`config.mk`:
```
export PLATFORM = sky130hd
export DESIGN_NAME = piggy_tx_sequencer
export DESIGN_NICKNAME = d
export VERILOG_FILES = /design/src/rtl/piggy_tx_sequencer.sv
export SDC_FILE = /design/constraint.sdc
export NUM_CORES = 1
export LEC_CHECK = 0
export CORE_ASPECT_RATIO = 0.8
export CORE_MARGIN = 2
export CORE_UTILIZATION = 50
export CTS_CLUSTER_DIAMETER = 30
export CTS_CLUSTER_SIZE = 28
export DETAILED_ROUTE_END_ITERATION = 10
export PLACE_DENSITY_LB_ADDON = 0.25
export SETUP_SLACK_MARGIN = 0.3
export SLEW_MARGIN = 20
export SYNTH_ARGS = -nofsm -noshare
export SYNTH_HDL_FRONTEND = slang
export SYNTH_SLANG_ARGS = --single-unit
```
`constraint.sdc`:
```
create_clock -name clk -period 4.4 [get_ports clk]
set_clock_uncertainty 0.1 [all_clocks]
set_input_delay 0.44 -clock clk [delete_from_list [all_inputs] [get_ports clk]]
set_output_delay 0.44 -clock clk [all_outputs]
set_load 0.01 [all_outputs]
```
`src/rtl/piggy_tx_sequencer.sv`:
```
// piggy_tx_sequencer
//   Coin accumulator and ASCII-decimal transmit sequencer for the piggy bank.
//   Coins (10/5/2/1 baht) are summed into a saturating total every cycle. A
//   send request snapshots the total, converts it to BCD with a bit-serial
//   double-dabble (14 cycles), and hands four ASCII digits, most significant
//   first, to the UART over a valid/ready handshake. The handshake is
//   optionally followed by CR LF. The transmitted amount is then optionally
//   removed from the total.
//
//   Build option: define PIGGY_TX_CRLF_EN to append 8'h0D, 8'h0A after the
//   digits (6 bytes per send instead of 4).
//
// Parameters
//   MAX_TOTAL    saturation ceiling of the accumulator (<= 9999)
//   CLR_ON_SEND  1: subtract the sent snapshot from the total in DONE
//
// Ports
//   clk, rst_n                      clock, async active-low reset
//   coin10, coin5, coin2, coin1     single-cycle coin pulses
//   send_req                        single-cycle send request (IDLE only)
//   tx_ready                        UART accepts a byte this cycle
//   tx_valid, tx_data[7:0]          byte offered to the UART
//   total[13:0]                     current accumulated value
//   busy                            high whenever not IDLE
//   overflow                        sticky saturation flag, cleared in DONE
module piggy_tx_sequencer #(
   parameter int unsigned MAX_TOTAL   = 9999,
   parameter bit          CLR_ON_SEND = 1'b1
) (
   input  logic        clk,
   input  logic        rst_n,
   input  logic        coin10,
   input  logic        coin5,
   input  logic        coin2,
   input  logic        coin1,
   input  logic        send_req,
   input  logic        tx_ready,
   output logic        tx_valid,
   output logic [7:0]  tx_data,
   output logic [13:0] total,
   output logic        busy,
   output logic        overflow
);

`ifdef PIGGY_TX_CRLF_EN
   localparam int unsigned NBYTES = 6;
`else
   localparam int unsigned NBYTES = 4;
`endif
   localparam logic [2:0]  LAST_IDX = 3'(NBYTES - 1);
   localparam logic [14:0] MAX_W    = 15'(MAX_TOTAL);

   typedef enum logic [1:0] {IDLE, CONV, SEND, DONE} state_t;

   state_t      state, state_nx;
   logic [13:0] total_q, snap_q, shift_q;
   logic [15:0] bcd_q, bcd_adj;
   logic [3:0]  bit_cnt;
   logic [2:0]  idx;
   logic        ovf_q;

   logic [4:0]  inc;
   logic [14:0] base, sum;
   logic        sat;
   logic [13:0] total_nx;

   // Double-dabble correction: any BCD nibble >= 5 gets +3 before the shift.
   function automatic logic [15:0] dd_adj(input logic [15:0] b);
      logic [15:0] r;
      r = b;
      for (int i = 0; i < 4; i++)
         if (r[4*i +: 4] >= 4'd5) r[4*i +: 4] = r[4*i +: 4] + 4'd3;
      return r;
   endfunction

   assign bcd_adj = dd_adj(bcd_q);

   // Accumulator. total never drops below snap while busy (it only grows or
   // saturates), so the DONE subtraction cannot underflow.
   always_comb begin
      inc = 5'd0;
      if (coin10) inc = inc + 5'd10;
      if (coin5)  inc = inc + 5'd5;
      if (coin2)  inc = inc + 5'd2;
      if (coin1)  inc = inc + 5'd1;
      if (CLR_ON_SEND && state == DONE) base = {1'b0, total_q} - {1'b0, snap_q};
      else                              base = {1'b0, total_q};
      sum      = base + {10'd0, inc};
      sat      = sum > MAX_W;
      total_nx = sat ? MAX_W[13:0] : sum[13:0];
   end

   always_comb begin
      state_nx = state;
      case (state)
         IDLE:    if (send_req) state_nx = CONV;
         CONV:    if (bit_cnt == 4'd13) state_nx = SEND;
         SEND:    if (tx_ready && idx == LAST_IDX) state_nx = DONE;
         DONE:    state_nx = IDLE;
         default: state_nx = IDLE;
      endcase
   end

   // Outputs decode straight from registers, so tx_data holds steady while
   // the UART stalls.
   always_comb begin
      tx_data = 8'h00;
      if (state == SEND) begin
         case (idx)
            3'd0:    tx_data = 8'h30 + {4'h0, bcd_q[15:12]};
            3'd1:    tx_data = 8'h30 + {4'h0, bcd_q[11:8]};
            3'd2:    tx_data = 8'h30 + {4'h0, bcd_q[7:4]};
            3'd3:    tx_data = 8'h30 + {4'h0, bcd_q[3:0]};
            3'd4:    tx_data = 8'h0D;
            3'd5:    tx_data = 8'h0A;
            default: tx_data = 8'h00;
         endcase
      end
   end

   assign tx_valid = (state == SEND);
   assign busy     = (state != IDLE);
   assign total    = total_q;
   assign overflow = ovf_q;

   always_ff @(posedge clk or negedge rst_n) begin
      if (!rst_n) state <= IDLE;
      else        state <= state_nx;
   end

   always_ff @(posedge clk or negedge rst_n) begin
      if (!rst_n) begin
         total_q <= '0;
         ovf_q   <= 1'b0;
         snap_q  <= '0;
         shift_q <= '0;
         bcd_q   <= '0;
         bit_cnt <= '0;
         idx     <= '0;
      end else begin
         total_q <= total_nx;
         if (state == DONE) ovf_q <= 1'b0;
         else if (sat)      ovf_q <= 1'b1;
         case (state)
            IDLE: if (send_req) begin
               snap_q  <= total_q;
               shift_q <= total_q;
               bcd_q   <= '0;
               bit_cnt <= '0;
            end
            CONV: begin
               // {bcd, shift} <<= 1 after correction
               bcd_q   <= {bcd_adj[14:0], shift_q[13]};
               shift_q <= {shift_q[12:0], 1'b0};
               bit_cnt <= bit_cnt + 4'd1;
               if (bit_cnt == 4'd13) idx <= '0;
            end
            SEND: if (tx_ready) idx <= idx + 3'd1;
            default: ;
         endcase
      end
   end

endmodule

```
==> results of run 1 <==
## metrics by stage
step / instance area (µm²) / util / cells / hold slack (ns) / power, mW
floorplan: 4850 / - / 554 / 0.0444 / 3.22
global placement: 5320 / 0.559 / 698 / 0.367 / 3.90
detailed placement: 5320 / 0.559 / 698 / 0.374 / 4.01
CTS: 5630 / 0.591 / 713 / 0.216 / 4.79
global route: 5800 / 0.609 / 720 / 0.0481 / 5.47
finish: 5800 / 0.609 / 720 / 0.0118 / 5.03
## worst max-delay path: cells and delay by family (launching register included)
kind                       cells  cell delay, ns
AOI/OAI and AO/OA              7            1.22
xor gates and xnor gates       1            0.14
adders and majority gates      3            0.87
buffers and inverters          3            0.41
DFF                            1            0.38
muxes                          1            0.27
and+or+nand+nor                2            0.48
## metal layers
| metal | vias up | track usage |
|---|---|---|
| met5 | - | 0 |
| met4 | 0 | 0.0518 |
| met3 | 10 | 0.0615 |
| met2 | 113 | 0.344 |
| met1 | 2043 | 0.320 |
| li1 | 2049 | - |
## final timing paths
| path | from | to | slack (ns) |
|---|---|---|---|
| max | total[0] | total[3] | 0.40 |
| min | rst_n | bcd_q[3] | 0.01 |
| max reg2reg | total[0] | total[3] | 0.40 |
| min reg2reg | snap_q[9] | snap_q[9] | 0.38 |
| max in group asynchronous | rst_n | total[12] | 3.42 |
| min in group clk | snap_q[9] | snap_q[9] | 0.38 |
## flip-flops by register name (all words and copies together) (netlist names)
signal / count
bcd_q: 16
bit_cnt: 4
idx: 3
overflow: 1
shift_q: 14
snap_q: 14
state: 2
total: 14
## kinds of logic (layout without fill, tap and decap cells)
group,Yosys count,after routing,share of synthesized area
flops,68,68,0.351
mux,27,27,0.0597
xor+xnor,23,23,0.0416
fa+ha+maj,43,43,0.114
simple gates,159,159,0.157
compound gates,170,170,0.225
other cells,1,2,0.000774
buf+inv,62,109,0.0504
## synth_stat cells, drive strengths merged, types with 6 or more instances
master  instances
a21o            9
nand2          59
o211ai          8
ha             41
dfrtp          68
o22ai           7
a21oi          39
xor2            8
o21a            6
inv            42
a31oi           8
nand2b         17
nor2           33
xnor2          15
o21ai          59
nor3           14
mux2i          12
clkbuf         15
mux2           15
## cell type report
type                            instances  area [µm²]  share of cell area
Timing Repair Buffer                   52         472              0.0813
Tap cell                              119         149              0.0257
Clock inverter                          2        35.0             0.00604
Sequential cell                        68        1700               0.293
Clock buffer                           13         250              0.0431
Inverter                               42         158              0.0272
Multi-Input combinational cell        424        3040               0.523
## power by group
group          switching (mW)  internal [mW]
Clock                   0.260          0.451
Combinational            1.78           1.45
Sequential              0.216          0.873
## timing repair
item,CTS,global route
setup endpoints to repair,14,15
cloned,0,1
setup buffers,0,6
pin swaps,1,14
resized for setup,5,27
==> results.json, run 1 <==
{
  "outcome": "finished, final reports clean",
  "overflow": 0,
  "syn_inst": 553,
  "wl_um": 11300,
  "finalSetupTns_ns": 0,
  "fp.dieH_um": 92.0,
  "topRoutingLayerUsed": "met4",
  "wl_per_cell_um": 15.7,
  "drc": 0,
  "synth_cell_type_count": 61,
  "cpMaxStageDelayCell": "fa_2",
  "yosys.area.top_type_share": 0.351,
  "fin_crit_sh": 0.910,
  "clk_latency_ns": 0.33,
  "num-fill-cells": 822,
  "drtPass1Iterations": 5,
  "h-tree-depth": 3,
  "maxCapViolCount": 0,
  "die_area_mm2": 0.0105,
  "post-place-ws_ns": -0.0245,
  "power.density_mw_per_mm2": 867,
  "yosysSeqAreaShare": 0.351,
  "final_nets": 648,
  "drive_above_1_share": 0.135,
  "syn_area_mm2": 0.00484,
  "required_ns": 4.52,
  "postCtsHoldBufs": 0,
  "critPathMaxFanout": 4,
  "crit_path_start_kind": "flip-flop",
  "gp_congestion": 0.844,
  "slowest_delay_ns": 0.41,
  "synth_seq_cells": 68,
  "vdd_drop_max_mv": 0.417,
  "setup_viol": 0,
  "critPathCaptureType": "flip-flop",
  "ys.flop_type": "dfrtp_1",
  "cts_tree": "done",
  "rsz0062_at_grt": "false",
  "clk_path_buf_depth": 2,
  "layout_commonest_cell": "dfrtp_1",
  "synth_area_leaders": "dfrtp_1, ha_1, o21ai_0, nand2_1, a21oi_1",
  "n_antenna_cell": 0,
  "hold_viol": 0,
  "initial_core_util": 0.508,
  "cts_made_buffers": 9,
  "final_max_slew_viol_count": 0,
  "core-area_mm2": 0.00953,
  "wl_met3_um": 514,
  "hp-class": "in2async",
  "leakagePower_nw": 2.53,
  "fin_ws_ns": 0.397,
  "area_growth_pct": 19.8,
  "final_antenna_net_count": 0,
  "grt_pass1_wl_um": 19000,
  "final_cell_mix": "dfrtp_1, nand2_1, o21ai_0, inv_1, ha_1",
  "wl_met2_um": 5100,
  "clkSinkCount": 68,
  "fmax_mhz": 250,
  "worstPathCellList": "inv_2, ha_4, fa_2, xnor2_1, mux2_4, ha_4, o21ai_1, o21bai_1, a21oi_2, buf_4, or3_4, nand3_1, o21ai_0, o311a_1, o31ai_4, buf_2, o21ai_1",
  "yosysWarningCount": 0,
  "worst_pin_slew_ns": 0.800,
  "async_flop_share": 1.00,
  "synth_edf_count": 0,
  "port_buffers": 30,
  "drtIter0Drc": 328,
  "fp.dieW_um": 114,
  "fp-row-count": 32,
  "vias_per_cell": 5.85,
  "grt_pass1_vias": 3970,
  "antenna_found_initial": 0,
  "cts_root_buffer": "clkbuf_16",
  "r2r_cells": 17,
  "max_slew_margin": 0.465,
  "avgSynthCellArea_um2": 8.76,
  "ios": 33,
  "wl_met1_um": 5590,
  "grt_max_degree": 44,
  "grt.total_usage": 0.226,
  "arrival_ns": 4.12,
  "clkSlewWorstSetupHoldPaths_ns": 0.06,
  "yosys.area.top_type": "dfrtp_1",
  "worst-setup-path-type": "reg2reg",
  "period_minus_slack_ns": 4.00,
  "dp_hpwl_um": 8090,
  "vias": 4215
}
Power figures use the tool's default switching activity.
==> inputs of run 2 (changes only) <==
--- a/config.mk
+++ b/config.mk
@@ -5,8 +5,6 @@
 export SDC_FILE = /design/constraint.sdc
 export NUM_CORES = 1
 export LEC_CHECK = 0
-export CORE_ASPECT_RATIO = 0.8
-export CORE_MARGIN = 2
 export CORE_UTILIZATION = 50
 export CTS_CLUSTER_DIAMETER = 30
 export CTS_CLUSTER_SIZE = 28
==> results.json, run 2 (synthesized netlist as in run 1, its figures left out) <==
{
  "core-area_mm2": 0.00933,
  "final_nets": 648,
  "grt_pass1_vias": 4092,
  "crit_path_start_kind": "flip-flop",
  "port_buffers": 30,
  "fp-row-count": 35,
  "hold_ws_ns": 0.0339,
  "final_cell_mix": "dfrtp_1, nand2_1, o21ai_0, inv_1, ha_1",
  "finalSetupTns_ns": 0,
  "die_area_mm2": 0.0101,
  "n_antenna_cell": 0,
  "h-tree-depth": 3,
  "grt_max_degree": 37,
  "placed_cell_area_mm2": 0.00531,
  "clkSinkCount": 68,
  "vdd_drop_max_mv": 0.515,
  "critPathCaptureType": "flip-flop",
  "worst_pin_slew_ns": 0.914,
  "final_max_slew_viol_count": 0,
  "antenna_found_initial": 0,
  "use_met1": 0.298,
  "outcome": "finished, final reports clean",
  "met3_usage": 0.0376,
  "dp_hpwl_um": 7910,
  "drive_above_1_share": 0.140,
  "crit_family": "compound AO/OA/AOI/OAI gates",
  "final_antenna_net_count": 0,
  "maxCapViolCount": 0,
  "largest_reg_flops": 16,
  "grt.total_usage": 0.237,
  "setup_viol": 0,
  "hp-class": "in2async",
  "cts_root_buffer": "clkbuf_8",
  "cts_tree": "done",
  "drtPass1Iterations": 5,
  "initial_core_util": 0.519,
  "wl_um": 11200,
  "clk_latency_ns": 0.36,
  "fin_area_mm2": 0.00575,
  "crit_top_cell": "a21o_1",
  "area_growth_pct": 18.6,
  "cts_made_buffers": 9,
  "postCtsHoldBufs": 0,
  "slowest_delay_ns": 0.45,
  "grt_pass1_wl_um": 19000,
  "gp_congestion": 0.925,
  "ios": 33,
  "rsz0062_at_grt": "false",
  "layout_commonest_cell": "dfrtp_1",
  "vias_per_cell": 5.80,
  "overflow": 0,
  "max_slew_margin": 0.388,
  "worst-setup-path-type": "reg2reg",
  "leakagePower_nw": 2.51,
  "busiest_layer": "met2",
  "clk_path_buf_depth": 2,
  "period_minus_slack_ns": 3.97,
  "fin_ws_ns": 0.426,
  "arrival_ns": 4.17,
  "required_ns": 4.59,
  "vias": 4243,
  "post-place-ws_ns": -0.0647,
  "worst-path-buf-inv": 1,
  "fmax_mhz": 252,
  "drtIter0Drc": 190,
  "clkSlewWorstSetupHoldPaths_ns": 0.07,
  "power.density_mw_per_mm2": 844,
  "worstPathCellList": "inv_1, ha_2, fa_2, xnor2_1, mux2_2, ha_4, a21o_1, a21o_1, or3b_2, a211o_1, nand2_1, nor4_1, o311a_1, o31ai_4, and3b_1",
  "num-fill-cells": 767,
  "top_register": "bcd_q",
  "drc": 0,
  "fp.dieH_um": 100,
  "cpMaxStageDelayCell": "o311a_1",
  "wl_per_cell_um": 15.4,
  "fin_crit_sh": 0.903,
  "hold_viol": 0,
  "use_met2": 0.413,
  "critPathMaxFanout": 5,
  "fp.dieW_um": 100
}
[run 2: cell count changes in the layout (fill, tap and decap cells not counted), sizes merged]
| cell | delta |
|---|---|
| clkbuf | +2 |
| buf | -1 |
| bufinv | -1 |
| clkdlybuf4s50 | +1 |
| dlymetal6s2s | -1 |
| o31ai | +1 |
[run 2: final cells by class]
cell class	instances	area, µm²	share of cell area
timing repair buffer	51	462	0.0803
multi-input combinational	425	3080	0.537
sequential	68	1700	0.296
tap	129	161	0.0281
clock buffer	15	176	0.0307
inverter	42	158	0.0274
clock inverter	1	5.00	0.000871
[run 2: through the flow]
stage,power (mW),util,cells
2_1_floorplan,3.22,-,554
3_3_place_gp,3.85,0.569,704
3_5_place_dp,3.97,0.569,704
4_1_cts,4.63,0.598,723
5_1_grt,5.26,0.616,731
6_report,4.85,0.616,731
[run 2: worst paths after layout]
check	startpoint	end	slack, ns	depth (start not counted)
max reg2reg	total[0]	total[6]	0.43	15
min in group clk	shift_q[4]	shift_q[4]	0.39	2
min	rst_n	bcd_q[13]	0.03	1
max in group asynchronous	rst_n	total[13]	3.21	2
min reg2reg	shift_q[4]	shift_q[4]	0.39	2
max	total[0]	total[6]	0.43	15
[run 2: worst register-to-register path, delay by kind of cell, from the launching register on]
family | cells | cell delay (ns)
AND/OR/NAND/NOR | 4 | 0.80
adder cells (fa/ha/maj) | 3 | 0.78
multiplexers | 1 | 0.29
AO/OA/AOI/OAI | 5 | 1.38
XOR/XNOR | 1 | 0.13
buffers and inverters | 1 | 0.09
flip-flops | 1 | 0.36
[run 2: timing repair]
item	in CTS	in global routing
cloned	1	0
hold endpoints to repair	0	0
pin swaps	5	16
buffers inserted	2	8
endpoints found under the setup margin	12	15
gates resized for setup	12	24
[run 2: power by group]
group	switching [mW]	leakage [nW]	total, mW	internal [mW]
combinational	1.82	1.57	3.27	1.45
clock	0.241	0.0937	0.492	0.251
sequential	0.216	0.852	1.09	0.870
total	2.28	2.51	4.85	2.57
[run 2: metal layers]
layer | vias up | wire length (µm)
li1 | 2058 | -
met1 | 2078 | 5020
met2 | 87 | 5660
met3 | 20 | 380
met4 | 0 | 176
met5 | - | 0
